--- config.mk ---
export PLATFORM = sky130hd
export DESIGN_NAME = eclk_bus_sync
export DESIGN_NICKNAME = d
export VERILOG_FILES = /design/src/rtl/eclk_bus_sync.sv
export SDC_FILE = /design/constraint.sdc
export NUM_CORES = 1
export LEC_CHECK = 0
export CAP_MARGIN = 30
export CORE_AREA = 8 8 45 47
export CTS_BUF_LIST = sky130_fd_sc_hd__clkbuf_4 sky130_fd_sc_hd__clkbuf_8
export DETAILED_ROUTE_END_ITERATION = 10
export DIE_AREA = 0 0 53 55
export PLACE_DENSITY = 0.63
export SLEW_MARGIN = 10
export SYNTH_ARGS = -nofsm -noshare
export SYNTH_HDL_FRONTEND = slang
export SYNTH_SLANG_ARGS = --single-unit
--- constraint.sdc ---
create_clock -name clk -period 1.97 [get_ports clk]
set_input_delay 0.394 -clock clk [delete_from_list [all_inputs] [get_ports clk]]
set_output_delay 0.394 -clock clk [all_outputs]
set_load 0.05 [all_outputs]
--- src/rtl/eclk_bus_sync.sv ---
// Purpose: synchronises 6800-style CPU peripheral accesses to a 10-phase E period and generates E, VMA, WE, CIA_EN and DTACK.
// Latency: a request seen in IDLE at phase k <= LATE_PHASE completes with dtack 10-k cycles later; later requests wait for the next phase 0.
// Backpressure: the CPU holds sel until dtack; sel must drop for at least one cycle before the next request is accepted.
module eclk_bus_sync #(
    parameter int LATE_PHASE = 2
) (
    input  logic       clk,
    input  logic       reset,
    input  logic [9:0] eclk,
    input  logic       sel,
    input  logic       rnw,
    output logic       e,
    output logic       vma,
    output logic       we,
    output logic       cia_en,
    output logic       dtack,
    output logic       busy
);

    typedef enum logic [1:0] {
        ST_IDLE    = 2'd0,
        ST_WAIT    = 2'd1,
        ST_ACCESS  = 2'd2,
        ST_RELEASE = 2'd3
    } state_t;

    localparam logic [3:0] LATE = 4'(LATE_PHASE);

    state_t     state;
    state_t     state_nxt;
    logic       vma_nxt;
    logic       we_nxt;
    logic       strobe;
    logic       strobe_nxt;
    logic [3:0] phase;
    logic       phase_vld;
    logic       ph0;
    logic       ph5;
    logic       ph9;
    logic       early;

    // Phase decode: the lowest set eclk bit wins, so malformed multi-hot inputs never need an error path.
    always_comb begin
        phase     = 4'd0;
        phase_vld = |eclk;
        for (int i = 9; i >= 0; i--) begin
            if (eclk[i]) begin
                phase = 4'(i);
            end
        end
    end

    assign ph0   = phase_vld && (phase == 4'd0);
    assign ph5   = phase_vld && (phase == 4'd5);
    assign ph9   = phase_vld && (phase == 4'd9);
    assign early = phase_vld && (phase <= LATE);

    // Next-state and next-output logic; an access, once started, ignores sel/rnw until its phase-9 completion.
    always_comb begin
        state_nxt  = state;
        vma_nxt    = vma;
        we_nxt     = we;
        strobe_nxt = 1'b0;
        case (state)
            ST_IDLE: begin
                if (sel) begin
                    if (early) begin
                        state_nxt = ST_ACCESS;
                        vma_nxt   = 1'b1;
                        we_nxt    = ~rnw;
                    end else begin
                        state_nxt = ST_WAIT;
                    end
                end
            end
            ST_WAIT: begin
                if (!sel) begin
                    state_nxt = ST_IDLE;
                end else if (ph0) begin
                    state_nxt = ST_ACCESS;
                    vma_nxt   = 1'b1;
                    we_nxt    = ~rnw;
                end
            end
            ST_ACCESS: begin
                if (ph9) begin
                    state_nxt  = ST_RELEASE;
                    vma_nxt    = 1'b0;
                    we_nxt     = 1'b0;
                    strobe_nxt = 1'b1;
                end
            end
            ST_RELEASE: begin
                if (!sel) begin
                    state_nxt = ST_IDLE;
                end
            end
            default: begin
                state_nxt = ST_IDLE;
                vma_nxt   = 1'b0;
                we_nxt    = 1'b0;
            end
        endcase
    end

    // State and bus output registers; reset overrides every transition, including a pending completion strobe.
    always_ff @(posedge clk) begin
        if (reset) begin
            state  <= ST_IDLE;
            vma    <= 1'b0;
            we     <= 1'b0;
            strobe <= 1'b0;
        end else begin
            state  <= state_nxt;
            vma    <= vma_nxt;
            we     <= we_nxt;
            strobe <= strobe_nxt;
        end
    end

    // E clock: rises on the phase-5 edge and falls on the phase-9 edge, giving 4 high / 6 low per period.
    always_ff @(posedge clk) begin
        if (reset) begin
            e <= 1'b0;
        end else if (ph5) begin
            e <= 1'b1;
        end else if (ph9) begin
            e <= 1'b0;
        end
    end

    assign cia_en = strobe;
    assign dtack  = strobe;
    assign busy   = (state != ST_IDLE);

endmodule
==> reports/metrics.yaml <==
outcome:
  status: "finished, final reports clean"
layout:
  num-fill-cells: 147
  postLayoutCoreUtil_pct: 39.7
  fin_nets: 75
  fin_area_sq_um: 549
  multi_input_area_sq_um: 174
  area_growth_pct: 80.7
  drive_above_1_share_pct: 20.3
  layout.cells.non_filler: 75
  register_area_sq_um: 120
  diodes: 0
logic_synthesis:
  synth_xor_area_share_pct: 0
  synth.area.mux_share_pct: 0
  ys_seq_area_share_pct: 39.5
  ys_warn_count: 0
  synth_nets: 50
  synth_compound_area_share_pct: 24.3
  ys_ff_latch: 6
  synth_top_family_by_area: "simple AND/OR/NAND/NOR gates"
  synthDistinctLibCells: 21
  syn_inst: 36
  synthSimpleGateAreaFrac_pct: 30.0
  syn_area_sq_um: 304
  postSynthAreaPerCell_sq_um: 8.45
  synthAdderAreaFrac_pct: 0
sta:
  tightest_slew_ps: 493
  period_needed_ps: 1910
  hold_ws_ps: 459
  drv_slew: 0
  fmax_ghz: 0.524
  hold_viol_final: 0
  finalSetupViolCount: 0
  fin_crit_sh_pct: 96.9
  skew_ps: 2.91
  slew_headroom_pct: 67.0
  rsz0062_at_grt: "false"
worst_setup_path:
  cp_common_cell: "or4_4"
  crit_path_end_kind: "register"
  cp.required_ps: 2150
  worst-setup-path-type: "primary input to register"
  critPathMaxFanout: 4
  worstReg2RegEnd: "we"
  worstSetupStartpoint: "eclk[4]"
  critPathCapture: "state[0]"
  r2r_cells: 4
  cp.buffers_inverters: 1
  crit_family: "simple AND/OR/NAND/NOR gates"
  r2r_slack_ps: 750
  critPathMaxStageDelay_ps: 520
  cpMaxStageDelayCell: "or4_4"
  reg2reg_from: "state[0]"
  crit_arrival_ps: 2090
  cp_cell_sequence: "clkdlybuf4s50_1 -> or4_4 -> or4_4 -> o211a_1 -> nor3_2"
  cp.depth: 5
  start_kind: "primary input"
clock_network:
  cts_max_level: 1
  clock_latency_ps: 250
  cts_buffers: 3
  cts_tree: "done"
  ctsHoldBuffers: 0
  clk_pin_slew_ps: 50
  cts-root-buf: "clkbuf_4"
  ctsLongestPathBuffers: 2
  clkSinkCount: 6
floorplanning:
  initial_core_util_pct: 22.0
  coreArea_sq_um: 1380
  die_w_um: 53
  ios: 20
  dieArea_sq_um: 2920
  die_y_um: 55
  rows: 14
pwr:
  p_leak_nw: 0.228
  power.density_nw_per_um2: 630
  ir_drop_v: 0.000311
  p_total_mw: 0.346
route:
  drt_iter0_drc: 2
  detail-route-antenna-nets: 0
  routed-via-count: 337
  routed_wl_um: 911
  vias_per_cell: 4.49
  drc: 0
  firstDrtPassIters: 2
  wl_per_cell_um: 12.1
placed_design:
  dp.cells: 72
  gp_congestion: 0.689
  dpl.hpwl_um: 687
  portBuffers: 19
  place_area_sq_um: 519
job:
  cap_viol_max_count: 0
global_route:
  grt_pass1_vias: 308
  grt.total_usage_pct: 6.63
  grt_antenna_before_repair: 0
  grt_overflow: 0
  grt_pass1_wl_mm: 1.30
  grt_max_degree: 9
worst_hold_path:
  hold_class: "register to register"
synth_stat cells:
master | number | share of area, %
buf_4 | 1 | 2.5
or4_1 | 1 | 2.5
nand2_1 | 1 | 1.2
or4b_1 | 1 | 3.3
o21ba_2 | 1 | 3.3
o21ai_0 | 4 | 6.6
nor3b_1 | 1 | 2.5
o211a_1 | 1 | 3.3
dfxtp_1 | 6 | 40
nand2b_1 | 1 | 2.1
a21oi_1 | 4 | 6.6
or3_1 | 1 | 2.1
or2_2 | 1 | 2.1
nor2b_1 | 1 | 2.1
nor2_1 | 3 | 3.7
inv_1 | 3 | 3.7
a22oi_1 | 1 | 2.5
nor3_1 | 1 | 1.6
o22ai_1 | 1 | 2.1
or4_4 | 1 | 3.7
nor3_2 | 1 | 3.3
cells by family (layout without fill, tap and decap cells):
| group | after synthesis | in the layout |
|---|---|---|
| AO/OA/AOI/OAI | 12 | 12 |
| buffers and inverters | 4 | 27 |
| flip-flops | 6 | 6 |
| AND/OR/NAND/NOR | 14 | 14 |
timing repair:
item                       in CTS  in global routing
resized for setup               8                  2
setup endpoints to repair       3                  3
cloned                          0                  0
pin swaps                       4                  4
buffers inserted                0                  0
how the worst min path moves through the flow:
| stage | cells past startpoint | start | endpoint | slack, ps |
|---|---|---|---|---|
| 3_5_place_dp | 2 | we | we | 460 |
| 5_1_grt | 2 | e | e | 500 |
| 2_1_floorplan | 1 | reset | state[1] | 460 |
| 3_3_place_gp | 2 | we | we | 460 |
| 4_1_cts | 2 | we | we | 460 |
| 6_report | 2 | vma | vma | 460 |
power by group:
| part | switching (mW) | internal, mW |
|---|---|---|
| clock network | 0.0478 | 0.0691 |
| logic | 0.0471 | 0.0464 |
| registers | 0.00686 | 0.129 |
registers in the layout (all words and copies together), names as in the netlist:
register	count
we	1
cia_en	1
state	2
vma	1
e	1
layout make-up:
class	instances	area share, %
repair buffers	21	36.7
inverters	3	2.05
multi-input cells	26	31.7
flip-flops and latches	6	21.9
well taps	16	3.64
clock buffers	3	4.10
metrics by stage:
| stage | TNS (ps) | worst slack (ps) |
|---|---|---|
| after floorplan | 0 | 133 |
| after global placement | -1340 | -340 |
| after detailed placement | -1480 | -377 |
| after CTS | 0 | 13.2 |
| after global routing | 0 | 11.3 |
| final | 0 | 60.1 |
tightest hold or removal path, cell delays in order (launching register included):
cell	delay, ps
dfxtp_1	300
inv_1	50
o21ai_1	60
routing by layer:
metal	part of all wire, %	GRT usage, %
met5	0	0
met4	4.2	7.33
met3	8.3	4.81
met2	48	8.01
met1	40	6.88
placed cells by master, fill, tap and decap left out, types with 2 or more instances in the layout:
master           instances
nor2_1                   3
clkbuf_4                 3
or4_4                    2
inv_1                    3
a21oi_1                  4
clkdlybuf4s50_1         11
buf_4                    3
o21ai_0                  3
dfxtp_1                  6
dlymetal6s2s_1           2
dlygate4sd2_1            5
Note: power is estimated with default switching activity, not from simulation.
